`src/rtl/axi4lite_native_master.sv`:
```
// axi4lite_native_master
//   Bridges a PicoRV32-style native memory port onto an AXI4-Lite master,
//   one transaction at a time. Every AXI output comes straight from a flop.
//   A response-phase timeout completes the request with mem_error=1 and
//   leaves a stale flag so the late response is drained, not forwarded.
//
// Ports
//   clk, reset                 clock (rising edge), synchronous active-high reset
//   mem_valid/mem_instr/mem_addr/mem_wdata/mem_wstrb   native request (wstrb==0 -> read)
//   mem_ready/mem_rdata/mem_error                       native completion pulse + data/status
//   mem_axi_aw*/w*/b*/ar*/r*                            AXI4-Lite master channels
//
// Handshake rule: a transfer happens on a rising edge where valid and ready
// are both 1. A valid, once raised, stays up with stable payload until that
// edge; ready may be asserted independently of valid.
module axi4lite_native_master #(
    parameter bit TIMEOUT_EN     = 1'b1,
    parameter int TIMEOUT_CYCLES = 1024
) (
    input  logic        clk,
    input  logic        reset,
    input  logic        mem_valid,
    input  logic        mem_instr,
    input  logic [31:0] mem_addr,
    input  logic [31:0] mem_wdata,
    input  logic [3:0]  mem_wstrb,
    output logic        mem_ready,
    output logic [31:0] mem_rdata,
    output logic        mem_error,
    output logic        mem_axi_awvalid,
    input  logic        mem_axi_awready,
    output logic [31:0] mem_axi_awaddr,
    output logic [2:0]  mem_axi_awprot,
    output logic        mem_axi_wvalid,
    input  logic        mem_axi_wready,
    output logic [31:0] mem_axi_wdata,
    output logic [3:0]  mem_axi_wstrb,
    input  logic        mem_axi_bvalid,
    output logic        mem_axi_bready,
    output logic        mem_axi_arvalid,
    input  logic        mem_axi_arready,
    output logic [31:0] mem_axi_araddr,
    output logic [2:0]  mem_axi_arprot,
    input  logic        mem_axi_rvalid,
    input  logic [31:0] mem_axi_rdata,
    output logic        mem_axi_rready
);

    typedef enum logic [2:0] {
        S_IDLE, S_AR, S_R_RESP, S_WR, S_B_RESP, S_DONE
    } state_t;

    localparam logic [15:0] TIMER_LAST = 16'(TIMEOUT_CYCLES - 1);

    state_t      state_q, state_d;
    logic        aw_done_q, aw_done_d, w_done_q, w_done_d;
    logic        stale_r_q, stale_r_d, stale_b_q, stale_b_d;
    logic [15:0] timer_q, timer_d;
    logic [31:0] rdata_d;
    logic        error_d, ready_d, capture;
    logic        arvalid_d, awvalid_d, wvalid_d, rready_d, bready_d;
    logic [31:0] addr_q, wdata_q;
    logic [3:0]  wstrb_q;
    logic        instr_q;

    always_comb begin
        state_d   = state_q;
        aw_done_d = aw_done_q;
        w_done_d  = w_done_q;
        stale_r_d = stale_r_q;
        stale_b_d = stale_b_q;
        timer_d   = timer_q;
        rdata_d   = mem_rdata;
        error_d   = mem_error;
        ready_d   = 1'b0;
        capture   = 1'b0;

        // Orphaned responses after a timeout: swallow the first one.
        if (stale_r_q && mem_axi_rready && mem_axi_rvalid) stale_r_d = 1'b0;
        if (stale_b_q && mem_axi_bready && mem_axi_bvalid) stale_b_d = 1'b0;

        case (state_q)
            S_IDLE: begin
                if (mem_valid && !mem_ready) begin
                    if (mem_wstrb == 4'b0000) begin
                        if (!stale_r_q) begin
                            capture = 1'b1;
                            state_d = S_AR;
                        end
                    end else if (!stale_b_q) begin
                        capture   = 1'b1;
                        aw_done_d = 1'b0;
                        w_done_d  = 1'b0;
                        state_d   = S_WR;
                    end
                end
            end
            S_AR: begin
                if (mem_axi_arvalid && mem_axi_arready) begin
                    state_d = S_R_RESP;
                    timer_d = '0;
                end
            end
            S_R_RESP: begin
                // A response on the timeout cycle still wins.
                if (mem_axi_rvalid && mem_axi_rready) begin
                    rdata_d = mem_axi_rdata;
                    error_d = 1'b0;
                    ready_d = mem_valid;
                    state_d = S_DONE;
                end else if (TIMEOUT_EN && timer_q == TIMER_LAST) begin
                    rdata_d   = '0;
                    error_d   = 1'b1;
                    stale_r_d = 1'b1;
                    ready_d   = mem_valid;
                    state_d   = S_DONE;
                end else begin
                    timer_d = timer_q + 16'd1;
                end
            end
            S_WR: begin
                if (mem_axi_awvalid && mem_axi_awready) aw_done_d = 1'b1;
                if (mem_axi_wvalid && mem_axi_wready)   w_done_d  = 1'b1;
                if (aw_done_d && w_done_d) begin
                    state_d = S_B_RESP;
                    timer_d = '0;
                end
            end
            S_B_RESP: begin
                if (mem_axi_bvalid && mem_axi_bready) begin
                    error_d = 1'b0;
                    ready_d = mem_valid;
                    state_d = S_DONE;
                end else if (TIMEOUT_EN && timer_q == TIMER_LAST) begin
                    rdata_d   = '0;
                    error_d   = 1'b1;
                    stale_b_d = 1'b1;
                    ready_d   = mem_valid;
                    state_d   = S_DONE;
                end else begin
                    timer_d = timer_q + 16'd1;
                end
            end
            S_DONE:  state_d = S_IDLE;
            default: state_d = S_IDLE;
        endcase

        // Output flops are loaded from the next-state view so they line up
        // with the state they belong to.
        arvalid_d = (state_d == S_AR);
        awvalid_d = (state_d == S_WR) && !aw_done_d;
        wvalid_d  = (state_d == S_WR) && !w_done_d;
        rready_d  = (state_d == S_R_RESP) || stale_r_d;
        bready_d  = (state_d == S_B_RESP) || stale_b_d;
    end

    always_ff @(posedge clk) begin
        if (reset) begin
            state_q         <= S_IDLE;
            aw_done_q       <= 1'b0;
            w_done_q        <= 1'b0;
            stale_r_q       <= 1'b0;
            stale_b_q       <= 1'b0;
            timer_q         <= '0;
            mem_ready       <= 1'b0;
            mem_rdata       <= '0;
            mem_error       <= 1'b0;
            mem_axi_arvalid <= 1'b0;
            mem_axi_awvalid <= 1'b0;
            mem_axi_wvalid  <= 1'b0;
            mem_axi_rready  <= 1'b0;
            mem_axi_bready  <= 1'b0;
            addr_q          <= '0;
            wdata_q         <= '0;
            wstrb_q         <= '0;
            instr_q         <= 1'b0;
        end else begin
            state_q         <= state_d;
            aw_done_q       <= aw_done_d;
            w_done_q        <= w_done_d;
            stale_r_q       <= stale_r_d;
            stale_b_q       <= stale_b_d;
            timer_q         <= timer_d;
            mem_ready       <= ready_d;
            mem_rdata       <= rdata_d;
            mem_error       <= error_d;
            mem_axi_arvalid <= arvalid_d;
            mem_axi_awvalid <= awvalid_d;
            mem_axi_wvalid  <= wvalid_d;
            mem_axi_rready  <= rready_d;
            mem_axi_bready  <= bready_d;
            if (capture) begin
                addr_q  <= mem_addr;
                wdata_q <= mem_wdata;
                wstrb_q <= mem_wstrb;
                instr_q <= mem_instr;
            end
        end
    end

    assign mem_axi_araddr = addr_q;
    assign mem_axi_arprot = {instr_q, 2'b00};
    assign mem_axi_awaddr = addr_q;
    assign mem_axi_awprot = 3'b000;
    assign mem_axi_wdata  = wdata_q;
    assign mem_axi_wstrb  = wstrb_q;

endmodule
```
`config.mk`:
```
export PLATFORM = sky130hd
export DESIGN_NAME = axi4lite_native_master
export DESIGN_NICKNAME = d
export VERILOG_FILES = /design/src/rtl/axi4lite_native_master.sv
export SDC_FILE = /design/constraint.sdc
export NUM_CORES = 1
export LEC_CHECK = 0
export CAP_MARGIN = 20
export CORE_MARGIN = 2
export CORE_UTILIZATION = 35
export DETAILED_ROUTE_END_ITERATION = 7
export PLACE_DENSITY_LB_ADDON = 0.15
export SETUP_SLACK_MARGIN = 0.05
export SLEW_MARGIN = 20
export SYNTH_ARGS = -nofsm -noshare
export SYNTH_HDL_FRONTEND = slang
export SYNTH_SLANG_ARGS = --single-unit
```
`constraint.sdc`:
```
create_clock -name clk -period 2.6 [get_ports clk]
set_input_delay 0.39 -clock clk [delete_from_list [all_inputs] [get_ports clk]]
set_output_delay 0.39 -clock clk [all_outputs]
set_load 0.02 [all_outputs]
```
==> impl_metrics.env, run 1 <==
export IMPL_yosysUniqueCellTypes=58
export IMPL_worst_hold_path_endpoint="aw_done_q"
export IMPL_antenna_found_initial=0
export IMPL_netlist_area_um2=5380
export IMPL_hp_start="reset"
export IMPL_yosys_warnings=0
export IMPL_cp_max_fo=23
export IMPL_yosys_area_share_xor_xnor_pct=0.163
export IMPL_synthSimpleGateAreaFrac_pct=20.3
export IMPL_dieArea_um2=16400
export IMPL_finalSetupViolCount=0
export IMPL_synth_edff_count=0
export IMPL_rows=45
export IMPL_holdCritPathClass="input port to register"
export IMPL_routed_top_layer="met4"
export IMPL_skew_ns=0.0125
export IMPL_wl_met3_um=1460
export IMPL_synth_ff_type="dfxtp_1"
export IMPL_synth_top_family_by_area="simple AND/OR/NAND/NOR gates"
export IMPL_place_congestion=0.830
export IMPL_slew_violations=0
export IMPL_grt_pass1_wl_um=24100
export IMPL_syn_to_final_growth_pct=55.4
export IMPL_post_cts_buffers=0
export IMPL_worst_r2r_endpoint="mem_rdata[0]"
export IMPL_power_density_nw_per_um2=747
export IMPL_required_ns=2.90
export IMPL_cts_root_buf="clkbuf_16"
export IMPL_drt_iter0_markers=218
export IMPL_clock_sinks=131
export IMPL_cts_tree="done"
export IMPL_ioPinCount=254
export IMPL_endpoint_kind="register"
export IMPL_critPathKind="register to register"
export IMPL_met2_length_um=7290
export IMPL_start_kind="register"
export IMPL_postSynthAreaPerCell_um2=8.92
export IMPL_hold_buffers=0
export IMPL_cts_resized_gates=0
export IMPL_tns_ns=0
export IMPL_fmax_mhz=436
export IMPL_seq_area_frac_synth_pct=48.7
export IMPL_synth_compound_area_share_pct=20.0
export IMPL_grtUsageTotal_pct=18.7
export IMPL_regToRegSetupSlack_ns=0.31
export IMPL_grt_pass1_vias=4821
export IMPL_die_y_um=128
export IMPL_numCtsBuffers=17
export IMPL_synthAdderAreaFrac_pct=0.233
export IMPL_syn_inst=603
export IMPL_timing_final_crit_share_pct=88.2
export IMPL_routed_wl_um=15500
export IMPL_outcome="complete, no violations"
export IMPL_cap_violations=0
export IMPL_r2r_start="timer_q[0]"
export IMPL_relSlewSlack_pct=66.4
export IMPL_arrival_ns=2.60
export IMPL_power_total_mw=6.25
export IMPL_grt_max_degree=40
export IMPL_drt_antenna_violating_nets=0
export IMPL_cts_reportedPaths_clkPinSlew_ns=0.06
export IMPL_initial_core_util_pct=35.7
export IMPL_ys_ff_latch=131
export IMPL_htree_levels=4
export IMPL_core_area_um2=15100
export IMPL_met1Wirelength_um=6570
export IMPL_clk_latency_ns=0.42
export IMPL_port_buffer_count=248
export IMPL_dp_hpwl_um=11100
export IMPL_whs_path_depth=2
export IMPL_r2r_cells=7
export IMPL_die_x_um=128
export IMPL_wl_per_cell_um=15.2
export IMPL_final_nets=925
export IMPL_min_period_ns=2.29
export IMPL_remaining_drc_errors=0
export IMPL_avgViaCountPerCell=4.90
export IMPL_tightest_slew_ns=0.497
export IMPL_first_pass_iters=7
export IMPL_leakage_nw=3.05
export IMPL_rsz0062_at_grt="no"
export IMPL_hold_viol=0
export IMPL_via_count=4974
export IMPL_async_flop_share_pct=0
export IMPL_diodes=0
export IMPL_grt_overflow_total=0
export IMPL_synth_mux_area_share_pct=0.186
export IMPL_peakVddDrop_mv=0.502
export IMPL_clk_path_buf_depth=2
export IMPL_drive_above_1_share_pct=11.1
## critical path, cell delays in order (launching register included)
cell and delay, ns:
dfxtp_1 0.39, ha_1 0.19, nand3_1 0.25, nor4_4 0.53, a22o_2 0.23, a21oi_2 0.13
buf_4 0.27, a22o_1 0.20
## power breakdown
part           total [mW]  switching (mW)  internal [mW]
sequential           2.30           0.128           2.17
combinational        1.60           0.846          0.755
clock                2.35           0.885           1.46
## registers in the layout (all words and copies together), names as in the netlist, 3 cells and up
signal          flops
state_q             3
mem_axi_araddr     32
mem_axi_wdata      32
timer_q            16
mem_rdata          32
mem_axi_wstrb       4
## cell usage in the layout (no fill, tap or decap), types with 2 or more instances in the layout
cell type,count
a21o_1,5
a21oi_1,81
a21oi_2,9
a22o_1,32
a31o_2,2
and2_1,4
and3_1,2
and4_2,2
buf_12,4
buf_4,14
bufinv_16,2
clkbuf_16,17
clkbuf_8,2
clkdlybuf4s50_1,247
clkinv_2,4
clkinvlp_4,3
conb_1,5
dfxtp_1,131
inv_1,7
inv_6,2
nand2_1,150
nand3_1,7
nand4_1,5
nor2_1,12
nor2b_1,3
nor3_1,6
nor3b_1,3
o21a_1,2
o21ai_0,5
o21bai_1,2
o31ai_1,9
or2_2,2
or2b_2,2
or3_1,2
or4_1,3
or4_2,9
## cell usage after synthesis (6+ instances only)
library cell	n	area, um2
buf_4	39	293
nand3_1	7	35.0
clkbuf_1	22	82.6
nand2_1	150	563
buf_2	8	40.0
a21oi_1	82	410
a21oi_2	8	70.1
nor3_1	6	30.0
or4_2	9	78.8
dfxtp_1	131	2620
nor2_1	13	48.8
o31ai_1	9	67.6
a22o_1	32	280
inv_1	7	26.3
## layout make-up
cell class | count | area [um2]
clock buffers | 20 | 457
clock inverters | 12 | 129
fillers | 1379 | 6730
inverters | 7 | 26.3
multi-input cells | 392 | 2230
flip-flops and latches | 131 | 2620
well taps | 188 | 235
repair buffers | 266 | 2660
## worst max-delay path by stage
stage,start,endpoint,cells after the start
after floorplan,mem_wstrb[1],mem_axi_arvalid,6
after global placement,mem_wstrb[1],mem_axi_arvalid,6
after detailed placement,mem_wstrb[1],mem_axi_arvalid,6
after CTS,timer_q[1],mem_rdata[9],7
after global routing,timer_q[1],mem_rdata[28],7
final,timer_q[0],mem_rdata[0],7
## metal layers
layer	vias up	global-route usage, %
met2	201	30.7
met4	0	6.01
met5	-	0
li1	2473	-
met1	2289	22.0
met3	11	7.89
## cell families (layout without fill, tap and decap cells)
family,Yosys count,after routing
and+or+nand+nor,224,224
buffers and inverters,84,305
DFF,131,131
other,1,5
adders and majority gates,1,1
AOI/OAI and AO/OA,160,160
muxes,1,1
xor gates and xnor gates,1,1
## through the flow
stage	setup WS, ns	cells	hold slack (ns)	util, %	area (um2)
final	0.307	1016	0.413	55.4	8360
after global routing	0.114	1016	0.452	55.4	8360
after CTS	0.278	1016	0.410	55.4	8360
after detailed placement	0.0645	984	0.449	51.6	7780
after global placement	0.0821	984	0.441	51.6	7780
after floorplan	0.579	607	0.437	-	5400
Note: power is estimated with default switching activity, not from simulation.
==> inputs of run 2 (changes only) <==
--- a/config.mk
+++ b/config.mk
@@ -8,6 +8,7 @@
 export CAP_MARGIN = 20
 export CORE_MARGIN = 2
 export CORE_UTILIZATION = 35
+export CTS_BUF_LIST = sky130_fd_sc_hd__clkbuf_8
 export DETAILED_ROUTE_END_ITERATION = 7
 export PLACE_DENSITY_LB_ADDON = 0.15
 export SETUP_SLACK_MARGIN = 0.05
@@ -15,3 +16,4 @@
 export SYNTH_ARGS = -nofsm -noshare
 export SYNTH_HDL_FRONTEND = slang
 export SYNTH_SLANG_ARGS = --single-unit
+export TNS_END_PERCENT = 50
==> run 2 against run 1 <==
  * Maximum frequency shrank 1.0%
  * Clock-buffer cell count down 1
  * Wire length decreased by 0.23%
  * Combinational power barely moved
  * Power shrank 10%
  * Global-route usage shrank 0.17 points
  * Die area is the same
  * Core utilization down 1.3 points
  * Cell area is 2.3% lower
  * Cell count is the same
  * Sequential power about the same
  * Critical path type unchanged
  * Highest routed layer unchanged
==> impl_metrics.env, run 2 (same netlist as run 1, synthesis figures left out) <==
export IMPL_outcome="complete, no violations"
export IMPL_remaining_drc_errors=0
export IMPL_endpoint="mem_rdata[29]"
export IMPL_htree_levels=4
export IMPL_finalSetupViolCount=0
export IMPL_start_kind="register"
export IMPL_avgViaCountPerCell=4.88
export IMPL_grt_overflow_total=0
export IMPL_drt_iter0_markers=224
export IMPL_cts_reportedPaths_clkPinSlew_ns=0.07
export IMPL_arrival_ns=2.63
export IMPL_r2r_cells=7
export IMPL_slowest_delay_ns=0.54
export IMPL_via_count=4953
export IMPL_cp_top_family="simple AND/OR/NAND/NOR gates"
export IMPL_hold_buffers=0
export IMPL_tightest_slew_ns=0.513
export IMPL_port_buffer_count=248
export IMPL_cts_root_buf="clkbuf_8"
export IMPL_ioPinCount=254
export IMPL_first_pass_iters=5
export IMPL_core_area_um2=15100
export IMPL_dp_hpwl_um=11100
export IMPL_timing_final_crit_share_pct=89.1
export IMPL_initial_core_util_pct=35.7
export IMPL_worst_path_max_delay_cell="nor4_4"
export IMPL_fmax_mhz=432
export IMPL_clk_path_buf_depth=2
export IMPL_dpl_cell_area_um2=7780
export IMPL_clk_latency_ns=0.43
export IMPL_regToRegSetupSlack_ns=0.28
export IMPL_cts_tree="done"
export IMPL_cts_resized_gates=0
export IMPL_cp_cell_sequence="ha_1, nand3_1, nor4_4, a22o_2, a21oi_2, buf_4, a22o_1"
export IMPL_final_cell_area_um2=8170
export IMPL_critPathBufInv=1
export IMPL_worst_r2r_endpoint="mem_rdata[29]"
export IMPL_crit_start="timer_q[1]"
export IMPL_drt_antenna_violating_nets=0
export IMPL_final_common_cell="clkdlybuf4s50_1"
export IMPL_clock_sinks=131
export IMPL_grt_max_degree=40
export IMPL_die_y_um=128
export IMPL_fin_util_pct=54.2
export IMPL_relSlewSlack_pct=65.4
export IMPL_dieArea_um2=16400
export IMPL_cp_max_fo=23
export IMPL_preCtsSetupSlack_ns=0.0645
export IMPL_grtUsageTotal_pct=18.5
export IMPL_rows=45
export IMPL_peakVddDrop_mv=0.327
export IMPL_final_nets=925
export IMPL_critPathKind="register to register"
export IMPL_hold_viol=0
export IMPL_place_congestion=0.830
export IMPL_hold_ws_ns=0.398
export IMPL_crit_cells=7
export IMPL_setup_ws_ns=0.283
export IMPL_tns_ns=0
export IMPL_required_ns=2.91
export IMPL_grt_pass1_vias=4814
export IMPL_antenna_found_initial=0
export IMPL_diodes=0
export IMPL_rsz0062_at_grt="no"
export IMPL_routed_wl_um=15400
export IMPL_min_period_ns=2.32
export IMPL_syn_to_final_growth_pct=51.9
export IMPL_grt_pass1_wl_um=23900
export IMPL_cap_violations=0
export IMPL_leakage_nw=2.96
export IMPL_slew_violations=0
export IMPL_final_cell_mix="247 x clkdlybuf4s50_1, 150 x nand2_1, 131 x dfxtp_1"
export IMPL_endpoint_kind="register"
export IMPL_nFillCells=1400
export IMPL_skew_ns=0.0127
export IMPL_holdCritPathClass="input port to register"
export IMPL_wl_per_cell_um=15.2
export IMPL_die_x_um=128
export IMPL_power_density_nw_per_um2=685
export IMPL_drive_above_1_share_pct=11.1
export IMPL_numCtsBuffers=17
export IMPL_r2r_start="timer_q[1]"
export IMPL_post_cts_buffers=0
export IMPL_hp_start="reset"
run 2: cell types whose count changed in the layout (fill, tap and decap cells not counted), sizes merged:
cell,delta
inv,+1
clkbuf,-1
run 2: metrics by stage:
| step | cells | total power, mW |
|---|---|---|
| after floorplan | 607 | 3.26 |
| after global placement | 984 | 3.93 |
| after detailed placement | 984 | 3.95 |
| after CTS | 1016 | 5.67 |
| after global routing | 1016 | 5.87 |
| final | 1016 | 5.60 |
run 2: worst min path at each step:
stage	to	cells after the start
after floorplan	instr_q	2
after global placement	mem_axi_wdata[18]	2
after detailed placement	mem_axi_wdata[23]	2
after CTS	aw_done_q	2
after global routing	w_done_q	2
final	aw_done_q	2
run 2: power breakdown:
group / leakage, nW / internal (mW) / switching [mW]
Sequential: 1.07 / 2.17 / 0.129
Combinational: 1.70 / 0.755 / 0.847
Clock: 0.199 / 0.899 / 0.798
Total: 2.96 / 3.82 / 1.77
run 2: worst register-to-register path: cells and delay by family (launching register included):
family | cells | cell delay, ns
fa+ha+maj | 1 | 0.19
simple gates | 2 | 0.79
buf+inv | 1 | 0.27
compound gates | 3 | 0.57
flops | 1 | 0.40
run 2: metal layers:
metal | global-route usage, % | vias to the layer above | part of all wire (%)
met5 | 0 | - | 0
met4 | 6.72 | 0 | 1.5
met3 | 6.97 | 19 | 8.4
met2 | 30.9 | 175 | 47
met1 | 21.7 | 2286 | 43
li1 | - | 2473 | -
run 2: final cells by class:
cell class	count	area, um2	share of cell area [%]
clock buffer	19	262	3.20
sequential	131	2620	32.1
inverter	7	26.3	0.321
clock inverter	13	133	1.62
multi-input combinational	392	2230	27.3
timing repair buffer	266	2660	32.6
tap	188	235	2.88
